===== src/rtl/im_loader.sv =====
// im_loader: boot-time byte-stream writer for the instruction memory.
// Keeps the core in reset until a complete, checksum-verified image is written.
module im_loader #(
    parameter int ADDR_W = 10
) (
    input  logic              i_clk,
    input  logic              i_rst,
    input  logic              i_load_start,
    input  logic              i_byte_valid,
    input  logic [7:0]        i_byte_data,
    output logic              o_byte_ready,
    output logic              o_IM_enable,
    output logic              o_IM_write,
    output logic              o_IM_read,
    output logic [ADDR_W-1:0] o_IM_address,
    output logic [31:0]       o_IM_in,
    output logic              o_cpu_rst,
    output logic              o_busy,
    output logic              o_done,
    output logic              o_error
);
    typedef enum logic [2:0] {
        S_IDLE, S_LEN0, S_LEN1, S_DATA, S_WRITE, S_CSUM, S_DONE, S_ERR
    } state_t;

    state_t          r_state, w_next;
    logic [7:0]      r_xor;
    logic [ADDR_W:0] r_addr;
    logic [1:0]      r_idx;
    logic [15:0]     r_cnt;
    logic [31:0]     r_word;
    logic            w_acc;
    logic            w_start;
    logic [16:0]     w_n;
    logic [ADDR_W:0] w_addr_inc;

    assign w_acc      = i_byte_valid & o_byte_ready;
    assign w_start    = i_load_start & (r_state inside {S_IDLE, S_DONE, S_ERR});
    assign w_n        = {1'b0, i_byte_data, r_cnt[7:0]};
    assign w_addr_inc = r_addr + 1'b1;
    assign o_IM_read  = 1'b0;
    assign o_IM_address = r_addr[ADDR_W-1:0];
    assign o_IM_in    = r_word;

    always_comb begin
        w_next = r_state;
        case (r_state)
            S_IDLE, S_DONE, S_ERR: w_next = w_start ? S_LEN0 : r_state;
            S_LEN0:  w_next = w_acc ? S_LEN1 : S_LEN0;
            S_LEN1:  w_next = !w_acc ? S_LEN1 :
                              (w_n > (17'd1 << ADDR_W)) ? S_ERR :
                              (w_n == 17'd0) ? S_CSUM : S_DATA;
            S_DATA:  w_next = (w_acc && r_idx == 2'd3) ? S_WRITE : S_DATA;
            // Address starts at 0, so addr+1 == N marks the last word.
            S_WRITE: w_next = (16'(w_addr_inc) == r_cnt) ? S_CSUM : S_DATA;
            S_CSUM:  w_next = !w_acc ? S_CSUM : (i_byte_data == r_xor) ? S_DONE : S_ERR;
            default: w_next = S_IDLE;
        endcase
    end

    always_ff @(posedge i_clk) begin
        if (!i_rst) r_state <= S_IDLE;
        else        r_state <= w_next;
    end

    always_ff @(posedge i_clk) begin
        if (!i_rst) begin
            r_xor        <= '0;
            r_addr       <= '0;
            r_idx        <= '0;
            r_cnt        <= '0;
            r_word       <= '0;
            o_byte_ready <= 1'b0;
            o_IM_enable  <= 1'b0;
            o_IM_write   <= 1'b0;
            o_busy       <= 1'b0;
            o_done       <= 1'b0;
            o_error      <= 1'b0;
            o_cpu_rst    <= 1'b1;
        end else begin
            if (w_start) begin
                r_xor  <= '0;
                r_addr <= '0;
                r_idx  <= '0;
            end
            if (w_acc && r_state != S_CSUM) r_xor <= r_xor ^ i_byte_data;
            if (w_acc && r_state == S_LEN0) r_cnt[7:0] <= i_byte_data;
            if (w_acc && r_state == S_LEN1) r_cnt[15:8] <= i_byte_data;
            if (w_acc && r_state == S_DATA) begin
                r_word <= {r_word[23:0], i_byte_data};
                r_idx  <= r_idx + 2'd1;
            end
            if (r_state == S_WRITE) r_addr <= w_addr_inc;
            o_byte_ready <= w_next inside {S_LEN0, S_LEN1, S_DATA, S_CSUM};
            o_IM_enable  <= w_next == S_WRITE;
            o_IM_write   <= w_next == S_WRITE;
            o_busy       <= !(w_next inside {S_IDLE, S_DONE, S_ERR});
            o_done       <= w_next == S_DONE;
            o_error      <= w_next == S_ERR;
            o_cpu_rst    <= w_next != S_DONE;
        end
    end
endmodule


===== config.mk =====
export PLATFORM = sky130hd
export DESIGN_NAME = im_loader
export DESIGN_NICKNAME = d
export VERILOG_FILES = /design/src/rtl/im_loader.sv
export SDC_FILE = /design/constraint.sdc
export NUM_CORES = 1
export LEC_CHECK = 0
export CAP_MARGIN = 20
export CORE_MARGIN = 2
export CORE_UTILIZATION = 35
export DETAILED_ROUTE_END_ITERATION = 10
export GPL_TIMING_DRIVEN = 1
export SYNTH_ARGS = -nofsm -noshare
export SYNTH_HDL_FRONTEND = slang
export SYNTH_SLANG_ARGS = --single-unit

===== constraint.sdc =====
create_clock -name i_clk -period 4.3 [get_ports i_clk]
set_input_delay 0.86 -clock i_clk [delete_from_list [all_inputs] [get_ports i_clk]]
set_output_delay 0.86 -clock i_clk [all_outputs]
set_load 0.01 [all_outputs]

# After elaboration in Yosys (flattened, before gate mapping)
# Cells that the tools add are included.
[classes]
shift = 0
bitwise_logic = 3
order_cmp = 1
n_reduce_logical = 16
n_addsub = 2
n_eq_ne = 19
mux = 16
div_mod_pow = 0
multipliers = 0
[ops]
columns = ["operator", "n"]
rows = [
  ["3-bit equality test (second input constant)", 8],
  ["11-bit 2-to-1 mux", 2],
  ["3-bit 2-to-1 mux", 6],
  ["3-bit case mux with 6 select lines", 1],
  ["17-bit logical NOT", 1],
  ["11-bit by 16-bit equality test with 1-bit output", 1],
  ["16-bit by 11-bit > comparator with 1-bit output (second input constant)", 1],
  ["8-bit 2-to-1 mux", 2],
  ["3-bit by 2-bit equality test with 1-bit output (second input constant)", 4],
  ["11-bit by 1-bit adder with 11-bit output (second input constant)", 1],
  ["8-bit equality test", 1],
  ["2-bit 2-to-1 mux", 4],
  ["8-bit XOR", 1],
  ["3-bit by 1-bit equality test with 1-bit output (second input constant)", 2],
  ["3-bit logical NOT", 2],
  ["3-bit inequality test (second input constant)", 2],
  ["2-bit nonzero test", 3],
  ["3-bit nonzero test", 2],
  ["1-bit logical AND", 5],
  ["4-bit nonzero test", 1],
  ["3-bit OR reduction", 1],
  ["2-bit by 1-bit adder with 2-bit output (second input constant)", 1],
  ["1-bit bitwise AND", 2],
  ["2-bit equality test (second input constant)", 1],
  ["other kinds (2)", 2],
]
[totals]
output_inout_bits = 50
ram_bits = 0
latchBits = 0
n_memories = 0
rom_bits = 0
register_bits = 78
word_cells = 70
input_bits = 12

# Logic depth before layout (Yosys ltp)
# Gate-level depths: netlist (run 1).
[logic_depth]
depth_word = 8
ltp_mapped = 9

# Worst setup path before layout (run 1)
# Ideal clock, no wire load.
[synth_timing]
path_type = "in2reg"
from = "in i_byte_data[0]"
to = "reg o_busy"
path_buffers = 1
arrival_time_ps = 2283
path_slack_ps = 1901
required_time_ps = 4184
stages = 8
cell_sequence = "clkbuf_1 -> nor4_1 -> nand3_1 -> o41ai_1 -> a41o_1 -> a41oi_2 -> nand2b_4 -> o211a_1"
[synth_via]
elab_chain_cells = 8
elab_cells_between_ends = 14
classes_between = "order compare (1); eq/ne (3); mux (6); reduce/logical (4)"
[synth_lines]
columns = ["element", "line", "source"]
rows = [
  ["start, declared", "10", "input logic [7:0] i_byte_data,"],
  ["branches (longest 4 deep; another with 16-bit by 11-bit > comparator with 1-bit output)", "n/a", ""],
  ["3-bit case mux with 6 select lines (*)", "47", "case (r_state)"],
  ["3-bit equality test / 3-bit logical NOT (equally long branches)", "97", "o_busy <= !(w_next inside {S_IDLE, S_DONE, S_ERR});"],
  ["3-bit nonzero test (*)", "97", ""],
  ["1-bit logical NOT (*)", "97", ""],
  ["end signal, assigned", "97", ""],
  ["end, declared", "18", "output logic o_busy,"],
]
# Every way passes the cells marked *.
# A chain may end at the register's enable or synchronous reset.

# Final worst setup path (run 1)
[layout_timing]
from = "in i_byte_data[1]"
to = "reg o_busy"
# The elaborated chain is that of the path after synthesis.

==> results.ini, run 1 <==
[run_status]
status = complete, no violations

[drt]
vias = 3260
drt_iter0_drc = 207
routedWlPerCell_um = 14.2
drt-pass1-iter-count = 4
ant_nets = 0
drc = 0
avgViaCountPerCell = 5.10
wl_mm = 9.06

[sta]
rsz0062_at_grt = no
setup_viol = 0
setup_ws_ns = 1.56
slew_headroom = 0.243
max_freq_ghz = 0.365
tightest_slew_ns = 1.13
hold-worst-slack_ns = 0.460
fin_crit_ns = 2.74
slew_violations = 0
setup-tns-final_ns = 0
skew_ns = 0.0156
fin_crit_sh = 0.637
final-hold-violation-count = 0

[setup_path]
r2r_setup_slack_ns = 1.78
worstReg2RegStart = r_addr[0]
r2r_cells = 8
worstSetupPathType = in2reg
cp_cell_sequence = clkdlybuf4s50_1 -> nor4_1 -> nand3_1 -> o41ai_1 -> a41o_1 -> a41oi_2 -> nand2b_4 -> o211a_1
end_kind = register
worstPathMaxFanout = 7
cp_data_arrival_time_ns = 2.99
timing.rr.end = o_busy
start_kind = input pin
slowest_stage = clkdlybuf4s50_1
slowest_delay_ns = 0.56
required_ns = 4.55

[yosys]
synth-seq-cells = 78
synth_ff_type = dfxtp_1
netlist_instances = 464
synth_fp_nets = 478
synth_cell_type_count = 57
syn_avg_cell_area_um2 = 7.99
synth.yosys.seq_area_share = 0.421
syn_area_um2 = 3710
async_reset_ff_frac = 0
yosysWarnings = 0
synth-edff-count = 0

[cts]
cts_resized = 0
cts_htree_levels = 3
post-cts-setup-buffers = 0
cts.sinks = 78
root_buffer = clkbuf_8
cts_buffers = 9
cts.path.max_buffers = 2
ctsHoldBuffers = 0
cts_tree = yes
clk_pin_slew_ns = 0.09
clock_latency_ns = 0.35

[layout]
area_growth_pct = 22.1
layout_commonest_cell = nand2_1
n_fill_cell = 1061
ff_latch_area_um2 = 1560
antenna_cells = 0
drive_gt1_frac = 0.0616
final_cell_mix = nand2_1 (100), dfxtp_1 (78), clkdlybuf4s50_1 (60)
multi_input_area_um2 = 1920
nNetsFinal = 512
design_area_um2 = 4530

[global_route]
grt_util_met3 = 0.0328
grt_use_total = 0.163
grt_max_degree = 56
grt.overflow.total = 0
grt_pass1_vias = 3042
grt_pass1_wl_mm = 14.9
use_met2 = 0.251
met1_usage = 0.221
busiest_layer = met2
antenna_found_initial = 0

[place]
dp_slack_ns = 1.21
placed_area_um2 = 4310
gp_routability_congestion = 0.779
io_buffers = 60
dp_hpwl_mm = 6.38

[floorplan]
coreArea_um2 = 10300
die-area_um2 = 11400
chipHeight_um = 107
die_x_um = 107
num_io_pins = 62
num_rows = 37
start_util = 0.359

[min_path]
holdCritStartpoint = o_IM_in[24]
hold_end = o_IM_in[24]
worstHoldPathType = reg2reg
hold_depth = 2

[pwr]
finalPower_mw = 2.09
vdd_drop_max_mv = 0.229
p_leak_nw = 1.60
power_density_nw_per_um2 = 461

[flow_run]
max_cap_viol_count = 0

sequential cells by signal (all words and copies together) (netlist names):
register,count
o_IM_in,32
r_cnt,16
r_addr,11
r_xor,8
r_state,3
r_idx,2
o_IM_write,1
o_busy,1
o_byte_ready,1
o_cpu_rst,1
o_done,1
o_error,1
cells in the mapped netlist, types with 2 or more instances:
master,count,area (um^2)
nand4_1,5,31.3
ha_1,2,25.0
xnor2_1,12,105
nand3_1,10,50.1
and3_1,2,12.5
buf_2,3,15.0
and2b_1,2,15.0
nand2b_1,2,12.5
inv_1,3,11.3
dfxtp_1,78,1560
nor2_1,38,143
clkbuf_1,23,86.3
or3_1,6,37.5
nand3b_1,4,30.0
a31oi_1,4,25.0
nand2_1,100,375
nor4_1,4,25.0
buf_6,2,22.5
buf_4,12,90.1
xor2_1,12,105
o21ai_0,18,90.1
mux2i_1,17,170
nor3_1,12,60.1
a21oi_1,57,285
and2_1,4,25.0
area by class of cell:
type | instances | area share
Multi-Input combinational cell | 341 | 0.423
Sequential cell | 78 | 0.345
Timing Repair Buffer | 64 | 0.143
Tap cell | 136 | 0.0376
Clock buffer | 9 | 0.0274
Clock inverter | 7 | 0.0202
Inverter | 4 | 0.00332
critical path, delay by kind of cell:
family	cells	cell delay (ns)
compound gates	4	0.82
simple gates	3	0.76
buf+inv	1	0.56
logic make-up after synthesis:
logic type      share of synthesized area
fa+ha+maj                         0.00675
simple gates                        0.254
mux                                0.0459
compound gates                      0.151
flops                               0.421
other cells                       0.00101
buf+inv                            0.0627
xor+xnor                           0.0567
per-layer routing:
metal / share of wire / routed length [um]
met5: 0 / 0
met1: 0.48 / 4340
met4: 0.014 / 126
met2: 0.48 / 4310
met3: 0.031 / 277
how the worst max path moves through the flow:
stage,slack [ns],cells after the start,start,to
2_1_floorplan,1.90,8,i_byte_data[0],o_busy
3_3_place_gp,1.26,8,i_byte_data[1],o_busy
3_5_place_dp,1.21,8,i_byte_data[1],o_busy
4_1_cts,1.60,8,i_byte_data[1],o_busy
5_1_grt,1.46,8,i_byte_data[1],o_busy
6_report,1.56,8,i_byte_data[1],o_busy
through the flow:
step,cells,utilization
finish,639,0.438
global route,639,0.438
CTS,638,0.438
detailed placement,622,0.417
global placement,621,0.414
floorplan,464,-
report_power, final:
| group | total, mW | switching [mW] | leakage (nW) | internal (mW) |
|---|---|---|---|---|
| sequential | 0.856 | 0.0801 | 0.630 | 0.776 |
| clock | 0.583 | 0.301 | 0.105 | 0.282 |
| combinational | 0.648 | 0.377 | 0.869 | 0.271 |
| total | 2.09 | 0.758 | 1.60 | 1.33 |
No activity file was read; power rests on OpenSTA's default activity.
==> run 2: changes to the inputs <==
- clock period: 4.3 -> 2.3 ns (I/O delays scaled with it)
==> run 2 against run 1 <==
Net effect:
- via count grew 4.5%
- largest power group unchanged
- sequential cell count is the same
- highest routed layer unchanged
- total power grew 96%
- die area is the same
- non-clock buffer count up 41
==> results.ini, run 2 (synthesis gave the netlist of run 1 again) <==
[layout]
design_area_um2 = 4860
antenna_cells = 0
final_cell_mix = nand2_1 (100), dfxtp_1 (77), clkdlybuf4s50_1 (60)
area_growth_pct = 31.0
instances_no_fill = 680
nNetsFinal = 553
drive_gt1_frac = 0.142
largest_reg_flops = 32
layout_commonest_cell = nand2_1

[drt]
ant_nets = 0
drt-pass1-iter-count = 4
wl_mm = 9.40
drc = 0
vias = 3408
routedWlPerCell_um = 13.8
drt_iter0_drc = 259
avgViaCountPerCell = 5.01

[pwr]
p_leak_nw = 1.82
vdd_drop_max_mv = 0.299
power_density_nw_per_um2 = 840

[place]
gp_routability_congestion = 0.841
dp_slack_ns = -0.314
io_buffers = 60
dp_hpwl_mm = 6.87
dp_cells = 664
placed_area_um2 = 4640

[global_route]
antenna_found_initial = 0
grt_pass1_vias = 3157
grt_pass1_wl_mm = 15.5
grt.overflow.total = 0
grt_max_degree = 63
grt_use_total = 0.170

[cts]
cts_htree_levels = 3
post-cts-setup-buffers = 0
cts.sinks = 78
cts_resized = 0
cts_tree = yes
clock_latency_ns = 0.35
ctsHoldBuffers = 0
cts.path.max_buffers = 2
cts_buffers = 9
clk_pin_slew_ns = 0.09
root_buffer = clkbuf_8

[sta]
max_freq_ghz = 0.461
setup_ws_ns = 0.132
rsz0062_at_grt = no
final-hold-violation-count = 0
slew_headroom = 0.659
setup_viol = 0
fin_crit_ns = 2.17
fin_crit_sh = 0.942
tightest_slew_ns = 0.511
skew_ns = 0.0127
slew_violations = 0
hold-worst-slack_ns = 0.458

[floorplan]
die-area_um2 = 11400
coreArea_um2 = 10300
chipHeight_um = 107
num_rows = 37
start_util = 0.359
num_io_pins = 62
die_x_um = 107

[flow_run]
max_cap_viol_count = 0

[setup_path]
start_kind = input pin
worstPathMaxFanout = 3
required_ns = 2.55
cp_data_arrival_time_ns = 2.42
end_kind = register
worstSetupPathType = in2reg

[min_path]
worstHoldPathType = reg2reg

[run_status]
status = complete, no violations

[run 2: path summary, 6_finish.rpt]
kind                  start           to  slack [ns]  cells after the start
max reg2reg       r_cnt[11]       o_busy        0.17                      7
min             o_IM_in[26]  o_IM_in[26]        0.46                      2
min reg2reg     o_IM_in[26]  o_IM_in[26]        0.46                      2
max          i_byte_data[1]       o_busy        0.13                      9
[run 2: power by group]
part           internal, mW  switching, mW  total (mW)
Clock                 0.517          0.541        1.06
Sequential             1.45          0.143        1.59
Combinational         0.685          0.747        1.43
[run 2: worst max-delay path, cell delays in order]
cell             delay, ns
clkdlybuf4s50_1       0.46
nor4_2                0.29
buf_4                 0.15
nand3_1               0.10
o41ai_2               0.29
a41o_1                0.24
a41oi_2               0.06
nand2b_4              0.17
o211a_1               0.20
[run 2: layer usage]
metal / global-route usage / vias to the layer above / share of wire
met2: 0.269 / 76 / 0.46
li1: - / 1735 / -
met5: 0 / - / 0
met4: 0.0445 / 0 / 0.011
met3: 0.0383 / 9 / 0.047
met1: 0.235 / 1588 / 0.48
[run 2: final cells by class]
type	count	area [um^2]
clock buffers	9	124
clock inverters	7	77.6
fillers	1004	5460
inverters	4	15.0
multi-input cells	341	1930
flip-flops and latches	78	1560
well taps	136	170
repair buffers	105	976
[run 2: through the flow]
| step | utilization | TNS [ns] | power (mW) |
|---|---|---|---|
| after floorplan | - | 0 | 2.50 |
| after global placement | 0.449 | -1.40 | 3.02 |
| after detailed placement | 0.449 | -1.77 | 3.06 |
| after CTS | 0.469 | 0 | 4.12 |
| after global routing | 0.471 | 0 | 4.35 |
| final | 0.471 | 0 | 4.08 |
